## src/rtl/cordic_pkg.sv

```systemverilog
// Shared definitions for the CORDIC sine/cosine path: quarter codes, mirror rule,
// and the width constants that cordic_phase_fold and select_quarter must agree on.
package cordic_pkg;

    typedef enum logic [1:0] {
        Q1 = 2'b00,
        Q2 = 2'b01,
        Q3 = 2'b10,
        Q4 = 2'b11
    } quarter_t;

    localparam int QUARTER_W      = 2;
    localparam int DLY_W          = QUARTER_W + 1;
    localparam int CORDIC_PHASE_W = 16;
    localparam int CORDIC_ANGLE_W = 13;
    localparam int CORDIC_LAT_DEF = 13;

    // Odd quarters run the angle backwards, so their first-quadrant angle is mirrored.
    function automatic logic is_mirror(input logic [QUARTER_W-1:0] q);
        return q[0];
    endfunction

    function automatic bit widths_ok(input int phase_w, input int angle_w);
        return (phase_w - 2) >= angle_w;
    endfunction

endpackage

```

## src/rtl/cordic_phase_fold_if.sv

```systemverilog
// Sample-side bus of cordic_phase_fold: phase control inputs and the reduced-angle /
// delayed-quarter outputs. master drives the controls, slave is the fold block.
interface cordic_phase_fold_if #(
    parameter int PHASE_W = 16,
    parameter int ANGLE_W = 13
);
    logic               en;
    logic [PHASE_W-1:0] freq_word;
    logic               phase_load;
    logic [PHASE_W-1:0] phase_init;
    logic [ANGLE_W-1:0] angle_o;
    logic [1:0]         quarter_o;
    logic               valid_o;
    logic [1:0]         quarter_dly_o;
    logic               valid_dly_o;

    modport master (
        output en, freq_word, phase_load, phase_init,
        input  angle_o, quarter_o, valid_o, quarter_dly_o, valid_dly_o
    );

    modport slave (
        input  en, freq_word, phase_load, phase_init,
        output angle_o, quarter_o, valid_o, quarter_dly_o, valid_dly_o
    );
endinterface

```

## src/rtl/quarter_delay_line.sv

```systemverilog
// Free-running DEPTH-stage shift register carrying {valid, quarter} alongside the
// CORDIC core; synchronous reset clears every stage so no stale valid survives.
module quarter_delay_line #(
    parameter int DEPTH = 13,
    parameter int W     = 3
) (
    input  logic         clk,
    input  logic         rst,
    input  logic [W-1:0] din,
    output logic [W-1:0] dout
);
    logic [DEPTH-1:0][W-1:0] stage_reg;
    logic [DEPTH-1:0][W-1:0] stage_next;

    generate
        for (genvar gi = 0; gi < DEPTH; gi++) begin : g_stage
            if (gi == 0) begin : g_head
                assign stage_next[gi] = din;
            end else begin : g_body
                assign stage_next[gi] = stage_reg[gi-1];
            end
        end
    endgenerate

    always_ff @(posedge clk) begin
        if (rst) begin
            stage_reg <= '0;
        end else begin
            stage_reg <= stage_next;
        end
    end

    assign dout = stage_reg[DEPTH-1];
endmodule

```

## src/rtl/cordic_phase_fold.sv

```systemverilog
// NCO phase accumulator and quadrant fold feeding the CORDIC core, plus the quarter
// delay line for select_quarter. Define FOLD_ROUND_EN for round-half-up angle reduction.
module cordic_phase_fold
    import cordic_pkg::*;
#(
    parameter int PHASE_W    = CORDIC_PHASE_W,
    parameter int ANGLE_W    = CORDIC_ANGLE_W,
    parameter int CORDIC_LAT = CORDIC_LAT_DEF
) (
    input  logic clk,
    input  logic rst,
    cordic_phase_fold_if.slave bus
);
    localparam int SHIFT = PHASE_W - 2 - ANGLE_W;

    logic [PHASE_W-1:0]   phase_reg;
    logic [ANGLE_W-1:0]   angle_reg;
    logic [QUARTER_W-1:0] quarter_reg;
    logic                 valid_reg;

    logic [PHASE_W-3:0]   res_next;
    logic [ANGLE_W-1:0]   angle_next;
    logic [DLY_W-1:0]     dly_out;

    // Position within the quarter turn, mirrored for odd quarters.
    always_comb begin
        res_next = phase_reg[PHASE_W-3:0];
        if (is_mirror(phase_reg[PHASE_W-1:PHASE_W-2])) begin
            res_next = ~phase_reg[PHASE_W-3:0];
        end
    end

`ifdef FOLD_ROUND_EN
    generate
        if (SHIFT > 0) begin : g_round
            logic [ANGLE_W:0] sum_next;
            assign sum_next   = {1'b0, ANGLE_W'(res_next >> SHIFT)}
                              + {{ANGLE_W{1'b0}}, res_next[SHIFT-1]};
            // Rounding the top code up would wrap to zero; clamp at full scale instead.
            assign angle_next = sum_next[ANGLE_W] ? {ANGLE_W{1'b1}} : sum_next[ANGLE_W-1:0];
        end else begin : g_exact
            assign angle_next = ANGLE_W'(res_next);
        end
    endgenerate
`else
    assign angle_next = ANGLE_W'(res_next >> SHIFT);
`endif

    always_ff @(posedge clk) begin
        if (rst) begin
            phase_reg   <= '0;
            angle_reg   <= '0;
            quarter_reg <= '0;
            valid_reg   <= 1'b0;
        end else if (bus.phase_load) begin
            phase_reg <= bus.phase_init;
            valid_reg <= 1'b0;
        end else if (bus.en) begin
            quarter_reg <= phase_reg[PHASE_W-1:PHASE_W-2];
            angle_reg   <= angle_next;
            valid_reg   <= 1'b1;
            phase_reg   <= phase_reg + bus.freq_word;
        end else begin
            valid_reg <= 1'b0;
        end
    end

    quarter_delay_line #(
        .DEPTH (CORDIC_LAT),
        .W     (DLY_W)
    ) u_quarter_delay_line (
        .clk  (clk),
        .rst  (rst),
        .din  ({valid_reg, quarter_reg}),
        .dout (dly_out)
    );

    assign bus.angle_o       = angle_reg;
    assign bus.quarter_o     = quarter_reg;
    assign bus.valid_o       = valid_reg;
    assign bus.quarter_dly_o = dly_out[QUARTER_W-1:0];
    assign bus.valid_dly_o   = dly_out[QUARTER_W];
endmodule

```

## src/flat_wrapper.sv

```systemverilog
// flat-port wrapper written by rule: the top's interface ports become plain ports
module cordic_phase_fold_flat import cordic_pkg::*;
#(
    parameter int PHASE_W    = CORDIC_PHASE_W,
    parameter int ANGLE_W    = CORDIC_ANGLE_W,
    parameter int CORDIC_LAT = CORDIC_LAT_DEF
)
  (clk, rst, bus_en, bus_freq_word, bus_phase_load, bus_phase_init, bus_angle_o, bus_quarter_o, bus_valid_o, bus_quarter_dly_o, bus_valid_dly_o);
  cordic_phase_fold_if #(.PHASE_W(PHASE_W), .ANGLE_W(ANGLE_W)) bus_i ();
  input  logic clk;
  input  logic rst;
  input wire logic [$bits(bus_i.en)-1:0] bus_en;
  input wire logic [$bits(bus_i.freq_word)-1:0] bus_freq_word;
  input wire logic [$bits(bus_i.phase_load)-1:0] bus_phase_load;
  input wire logic [$bits(bus_i.phase_init)-1:0] bus_phase_init;
  output wire logic [$bits(bus_i.angle_o)-1:0] bus_angle_o;
  output wire logic [$bits(bus_i.quarter_o)-1:0] bus_quarter_o;
  output wire logic [$bits(bus_i.valid_o)-1:0] bus_valid_o;
  output wire logic [$bits(bus_i.quarter_dly_o)-1:0] bus_quarter_dly_o;
  output wire logic [$bits(bus_i.valid_dly_o)-1:0] bus_valid_dly_o;
  assign bus_i.en = bus_en;
  assign bus_i.freq_word = bus_freq_word;
  assign bus_i.phase_load = bus_phase_load;
  assign bus_i.phase_init = bus_phase_init;
  assign bus_angle_o = bus_i.angle_o;
  assign bus_quarter_o = bus_i.quarter_o;
  assign bus_valid_o = bus_i.valid_o;
  assign bus_quarter_dly_o = bus_i.quarter_dly_o;
  assign bus_valid_dly_o = bus_i.valid_dly_o;
  cordic_phase_fold #(.PHASE_W(PHASE_W), .ANGLE_W(ANGLE_W), .CORDIC_LAT(CORDIC_LAT)) u_core (.clk(clk), .rst(rst), .bus(bus_i));
endmodule
```

## config.mk

```make
export PLATFORM = sky130hd
export DESIGN_NAME = cordic_phase_fold_flat
export DESIGN_NICKNAME = d
export VERILOG_FILES = /design/src/rtl/cordic_pkg.sv /design/src/rtl/cordic_phase_fold_if.sv /design/src/rtl/quarter_delay_line.sv /design/src/rtl/cordic_phase_fold.sv /design/src/flat_wrapper.sv
export SDC_FILE = /design/constraint.sdc
export NUM_CORES = 1
export LEC_CHECK = 0
export BUFFER_PORTS_ARGS = -buffer_cell sky130_fd_sc_hd__clkbuf_2
export CORE_MARGIN = 2
export CORE_UTILIZATION = 44
export CTS_BUF_LIST = sky130_fd_sc_hd__clkbuf_16
export DETAILED_ROUTE_END_ITERATION = 16
export GPL_TIMING_DRIVEN = 1
export PLACE_DENSITY = 0.65
export SKIP_CTS_REPAIR_TIMING = 1
export SLEW_MARGIN = 20
export SYNTH_ARGS = -nofsm -noshare
export SYNTH_HDL_FRONTEND = slang
export SYNTH_SLANG_ARGS = --single-unit
```

## constraint.sdc

```tcl
create_clock -name clk -period 4.2 [get_ports clk]
set_input_delay 0.21 -clock clk [delete_from_list [all_inputs] [get_ports clk]]
set_output_delay 0.21 -clock clk [all_outputs]
set_load 0.01 [all_outputs]
```

==> flow_metrics.tcl, run 1 <==
set metrics [dict create \
    yosysWarnings 0 \
    root_buffer "clkbuf_16" \
    ys_seq_area_share_pct 44.4 \
    fin_crit_sh_pct 48.8 \
    synth_area_per_cell_sq_um 9.30 \
    async_flop_share_pct 0 \
    reg2reg_depth 7 \
    dr.first_iter.drc_count 98 \
    ys_top_cells_by_area "dfxtp_1 44%, nor2b_1 8.0%, ha_1 5.9%" \
    max_slew_margin_pct 52.1 \
    synth-seq-cells 71 \
    totalNegativeSetupSlack_ns 0 \
    die_x_microns 89.3 \
    cts_buffers 9 \
    cpPeakStageDelay_ns 0.41 \
    powerDensity_nw_per_um2 456 \
    num_rows 31 \
    io_buffer_count 54 \
    drv_slew 0 \
    antenna_found_initial 0 \
    pre_cts_slack_ns 2.13 \
    holdWs_ns 0.129 \
    syn2layout_area_growth_pct 19.0 \
    yosysUniqueCellTypes 50 \
    first_pass_iters 4 \
    largest_reg_flops 36 \
    grt_max_degree 70 \
    max-vdd-ir-drop_uv 221 \
    finalNonFillerCells 494 \
    syn_inst 344 \
    n_fill_cell 677 \
    hp-class "in -> reg" \
    cts.sinks 71 \
    synth_flop_cell "dfxtp_1" \
    setup_ws_ns 2.15 \
    rr_endpoint "u_core.phase_reg[10]" \
    setup_viol 0 \
    utilization_pct 53.4 \
    yosysTopAreaCellShare_pct 44.4 \
    status "completed" \
    r2r_slack_ns 2.15 \
    end_kind "flop" \
    cts.htree.levels 3 \
    drive_above_1_share_pct 20.0 \
    start_util_pct 44.8 \
    grt_pass1_wl_microns 11600 \
    wire_per_inst_microns 14.1 \
    path_clk_slew_ns 0.06 \
    dp_hpwl_microns 4810 \
    insertion_delay_ns 0.32 \
    path_class "reg -> reg" \
    path_max_fanout 3 \
    syn_nets 396 \
    crit_chain "ha_1, fa_1, a21o_1, nand4_1, a21oi_1, or3_1, a31o_2" \
    via_per_inst 5.28 \
    arrival_ns 2.26 \
    fmax_ghz 0.488 \
    max-clock-path-buffers 2 \
    required_ns 4.41 \
    layout_commonest_cell "dfxtp_1" \
    yosysTopAreaCell "dfxtp_1" \
    synth_edf_count 0 \
    fin_skew_ns 0.00511 \
    die_h_microns 89.3 \
    rr_startpoint "u_core.phase_reg[0]" \
    grt_pass1_vias 2407 \
    max_slew.worst_pin.slew_ns 0.718 \
    critPathLaunch "u_core.phase_reg[0]" \
    maxCapViolCount 0 \
    rsz0062_at_grt "no" \
    layout_common_cells "71 x dfxtp_1, 54 x clkbuf_2, 41 x nor2b_1" \
    vias 2607 \
    antenna_left 0 \
    drc 0 \
    die_area_sq_um 7970 \
    routed_wl_microns 6990 \
    slowest_stage "fa_1" \
    synth_area_sq_um 3200 \
    overflow 0 \
    finalNetCount 442 \
    p_leak_uw 0.00159 \
    endpoint "u_core.phase_reg[10]" \
    grt_use_total_pct 18.7 \
    start_kind "flop" \
    core_sq_um 7140 \
    cts_tree "built" \
    ioPinCount 55 \
    period_needed_ns 2.05 \
    routabilityCongestion 0.912 \
    diodes 0 \
    dp.cells 478 \
    finalHoldViolCount 0 \
]
## through the flow
| stage | instance area [sq um] | total power [uW] |
|---|---|---|
| floorplan | 3200 | 929 |
| global placement | 3510 | 999 |
| detailed placement | 3510 | 1000 |
| CTS | 3810 | 1760 |
| global route | 3810 | 1820 |
| finish | 3810 | 1740 |
## critical path, delay by kind of cell, from the launching register on
| kind | cells | cell delay (ns) |
|---|---|---|
| AND/OR/NAND/NOR | 2 | 0.42 |
| flip-flops | 1 | 0.31 |
| AO/OA/AOI/OAI | 3 | 0.57 |
| adder cells (fa/ha/maj) | 2 | 0.63 |
## worst min path at each step
stage | slack [ns] | depth (start not counted) | endpoint | start
after global placement | 0.42 | 1 | u_core.u_quarter_delay_line.stage_next[9] | u_core.u_quarter_delay_line.stage_next[6]
after floorplan | 0.35 | 2 | u_core.phase_reg[0] | bus_phase_init[0]
after CTS | 0.12 | 3 | u_core.phase_reg[6] | bus_phase_init[6]
after detailed placement | 0.42 | 1 | u_core.u_quarter_delay_line.stage_next[23] | u_core.u_quarter_delay_line.stage_next[20]
final | 0.13 | 3 | u_core.phase_reg[6] | bus_phase_init[6]
after global routing | 0.14 | 3 | u_core.phase_reg[2] | bus_phase_init[2]
## where the power goes
group | switching [uW] | internal [uW]
registers | 23.1 | 702
logic | 152 | 113
clock network | 287 | 460
## synthesized netlist by cell type, types with 2 or more instances
library cell,instances
mux2i_1,4
o211ai_1,2
nor2_1,29
o31a_1,3
dfxtp_1,71
a21o_1,6
clkbuf_1,14
buf_4,3
nor3b_1,8
nand4_1,3
a221oi_1,2
xnor2_1,16
a31oi_1,2
o32a_1,2
nor2b_2,2
or3_1,2
buf_2,3
o21ai_1,3
nand2b_1,2
or4_1,3
a21oi_1,31
nor3_1,3
inv_1,5
and3_1,5
ha_1,15
o22a_1,2
o2111ai_1,3
nor2b_1,41
a211oi_1,19
o21ai_0,5
nand3_1,4
nand2_1,13
## metal layers
metal	routed length, microns	track usage (%)
met1	3350	25.0
met2	3160	29.0
met3	421	6.46
met4	59	5.16
met5	0	0
## kinds of logic (layout without fill, tap and decap cells)
family	count (synthesis)	after routing	share of synthesized area, %
adder cells (fa/ha/maj)	16	16	6.49
XOR/XNOR	17	17	4.65
AO/OA/AOI/OAI	87	87	18.0
multiplexers	4	4	1.25
flip-flops	71	71	44.4
buffers and inverters	28	79	3.99
AND/OR/NAND/NOR	121	121	21.2
## area by class of cell
type	count	area, sq um	share of cell area, %
Clock buffer	9	225	5.91
Clock inverter	7	72.6	1.90
Inverter	6	22.5	0.591
Multi-Input combinational cell	245	1650	43.3
Sequential cell	71	1420	37.3
Tap cell	99	124	3.25
Timing Repair Buffer	57	293	7.68
(Power assumes the default switching activity.)
==> inputs of run 2 (changes only) <==
--- a/config.mk
+++ b/config.mk
@@ -5,13 +5,14 @@
 export SDC_FILE = /design/constraint.sdc
 export NUM_CORES = 1
 export LEC_CHECK = 0
+export ABC_AREA = 1
 export BUFFER_PORTS_ARGS = -buffer_cell sky130_fd_sc_hd__clkbuf_2
 export CORE_MARGIN = 2
 export CORE_UTILIZATION = 44
 export CTS_BUF_LIST = sky130_fd_sc_hd__clkbuf_16
 export DETAILED_ROUTE_END_ITERATION = 16
 export GPL_TIMING_DRIVEN = 1
-export PLACE_DENSITY = 0.65
+export PLACE_DENSITY = 0.67
 export SKIP_CTS_REPAIR_TIMING = 1
 export SLEW_MARGIN = 20
 export SYNTH_ARGS = -nofsm -noshare
==> constraint.sdc (replaced) <==
create_clock -name clk -period 1.85 [get_ports clk]
set_input_delay 0.0925 -clock clk [delete_from_list [all_inputs] [get_ports clk]]
set_output_delay 0.0925 -clock clk [all_outputs]
set_load 0.01 [all_outputs]
==> flow_metrics.tcl, run 2 <==
set metrics [dict create \
    path_class "reg -> reg" \
    required_ns 2.06 \
    die_x_microns 91.8 \
    insertion_delay_ns 0.33 \
    synth_area_per_cell_sq_um 7.52 \
    wire_per_inst_microns 12.0 \
    reg2reg_depth 9 \
    max-vdd-ir-drop_uv 354 \
    critPathLaunch "u_core.phase_reg[0]" \
    synth_area_sq_um 3390 \
    end_kind "flop" \
    path_buf_inv 0 \
    max-clock-path-buffers 2 \
    largest_reg_flops 36 \
    first_pass_iters 4 \
    path_clk_slew_ns 0.06 \
    die_area_sq_um 8420 \
    drc 0 \
    vias 2836 \
    maxCapViolCount 0 \
    period_needed_ns 1.66 \
    ys_top_cells_by_area "dfxtp_1 42%, nand2_1 9.5%, inv_1 8.4%" \
    die_h_microns 91.8 \
    r2r_slack_ns 0.19 \
    synthTopCellsByCount "86 x nand2_1, 76 x inv_1, 71 x dfxtp_1, 51 x nor2_1, 26 x a21oi_1" \
    crit_top_cell "nand2_1" \
    arrival_ns 1.87 \
    core_sq_um 7610 \
    cts_buffers 9 \
    fin_skew_ns 0.00511 \
    syn2layout_area_growth_pct 17.3 \
    cp_top_family "adder cells" \
    finalNetCount 554 \
    cts_tree "built" \
    synth-seq-cells 71 \
    slowest_stage "fa_1" \
    powerDensity_nw_per_um2 983 \
    rsz0062_at_grt "no" \
    yosysTopAreaCellShare_pct 41.9 \
    start_kind "flop" \
    cpPeakStageDelay_ns 0.40 \
    yosysWarnings 0 \
    layout_common_cells "86 x nand2_1, 76 x inv_1, 71 x dfxtp_1" \
    routed_wl_microns 7280 \
    n_fill_cell 766 \
    routabilityCongestion 0.882 \
    syn_inst 451 \
    synth_flop_cell "dfxtp_1" \
    yosysMostFrequentCell "nand2_1" \
    yosysUniqueCellTypes 33 \
    grt_max_degree 37 \
    setup_viol 0 \
    grt_pass1_vias 2650 \
    antenna_found_initial 0 \
    hp-class "in -> reg" \
    rr_startpoint "u_core.phase_reg[0]" \
    start_util_pct 44.6 \
    num_rows 32 \
    io_buffer_count 54 \
    drive_above_1_share_pct 21.5 \
    root_buffer "clkbuf_16" \
    max_slew_margin_pct 67.7 \
    finalHoldViolCount 0 \
    drv_slew 0 \
    diodes 0 \
    ys_seq_area_share_pct 41.9 \
    via_per_inst 4.66 \
    cts.sinks 71 \
    path_max_fanout 3 \
    p_leak_uw 0.00189 \
    endpoint "u_core.phase_reg[8]" \
    final_cell_area_sq_um 3980 \
    rr_endpoint "u_core.phase_reg[8]" \
    cts.htree.levels 3 \
    ioPinCount 55 \
    utilization_pct 52.3 \
    dr.first_iter.drc_count 73 \
    crit_chain "ha_1, fa_1, nand2_1, nand2_1, and2_4, nand2_1, nand2_1, nor2_1, o22ai_2" \
    max_slew.worst_pin.slew_ns 0.483 \
    overflow 0 \
    grt_pass1_wl_microns 12100 \
    syn_nets 503 \
    min_from "bus_phase_init[2]" \
    fin_crit_sh_pct 89.9 \
    cp.depth 9 \
    dp_hpwl_microns 5490 \
    fmax_ghz 0.602 \
    grt_use_total_pct 18.4 \
    layout_commonest_cell "nand2_1" \
    status "completed" \
    dp.cells 593 \
    finalNonFillerCells 609 \
    place_area_sq_um 3690 \
    antenna_left 0 \
    async_flop_share_pct 0 \
    totalNegativeSetupSlack_ns 0 \
    synth_edf_count 0 \
    yosysTopAreaCell "dfxtp_1" \
]
## run 2: power by group
group | switching [uW] | internal [uW] | total, uW
Clock | 718 | 930 | 1650
Sequential | 49.4 | 1590 | 1640
Combinational | 370 | 250 | 620
Total | 1140 | 2770 | 3910
## run 2: final cells by class
class	count	area (sq um)	area share, %
Sequential cell	71	1420	35.7
Clock buffer	9	225	5.66
Timing Repair Buffer	58	300	7.55
Inverter	84	315	7.93
Multi-Input combinational cell	278	1530	38.4
Clock inverter	7	60.1	1.51
Tap cell	102	128	3.21
## run 2: metal layers
metal	track usage (%)	up-vias	share of wire (%)
li1	-	1488	-
met1	23.2	1278	47
met2	30.1	61	46
met3	4.60	9	5.4
met4	7.34	0	1.7
met5	0	-	0
## run 2: cells by family (layout without fill, tap and decap cells)
kind of cell / count (synthesis) / count (layout) / synth area share, %
and+or+nand+nor: 182 / 182 / 24.1
buffers and inverters: 102 / 158 / 13.0
DFF: 71 / 71 / 41.9
adders and majority gates: 16 / 16 / 6.13
AOI/OAI and AO/OA: 64 / 64 / 10.7
xor gates and xnor gates: 16 / 16 / 4.13
## run 2: worst reg2reg max path, stage by stage (launching register included)
cell     delay (ns)
dfxtp_1        0.31
ha_1           0.21
fa_1           0.40
nand2_1        0.09
nand2_1        0.07
and2_4         0.16
nand2_1        0.06
nand2_1        0.06
nor2_1         0.11
o22ai_2        0.08
## run 2: worst min path at each step
| stage | to | slack [ns] | cells after the start |
|---|---|---|---|
| 2_1_floorplan | u_core.phase_reg[2] | 0.26 | 2 |
| 3_3_place_gp | u_core.phase_reg[2] | 0.37 | 3 |
| 3_5_place_dp | u_core.phase_reg[2] | 0.37 | 3 |
| 4_1_cts | u_core.phase_reg[2] | 0.02 | 3 |
| 5_1_grt | u_core.phase_reg[2] | 0.03 | 3 |
| 6_report | u_core.phase_reg[2] | 0.03 | 3 |
## run 2: per-stage QoR
stage	hold WS [ns]	power (uW)	worst slack [ns]
3_5_place_dp	0.375	2290	0.204
2_1_floorplan	0.262	2140	0.300
3_3_place_gp	0.373	2280	0.235
5_1_grt	0.0259	4100	0.0789
6_report	0.0279	3910	0.188
4_1_cts	0.0199	3950	0.191
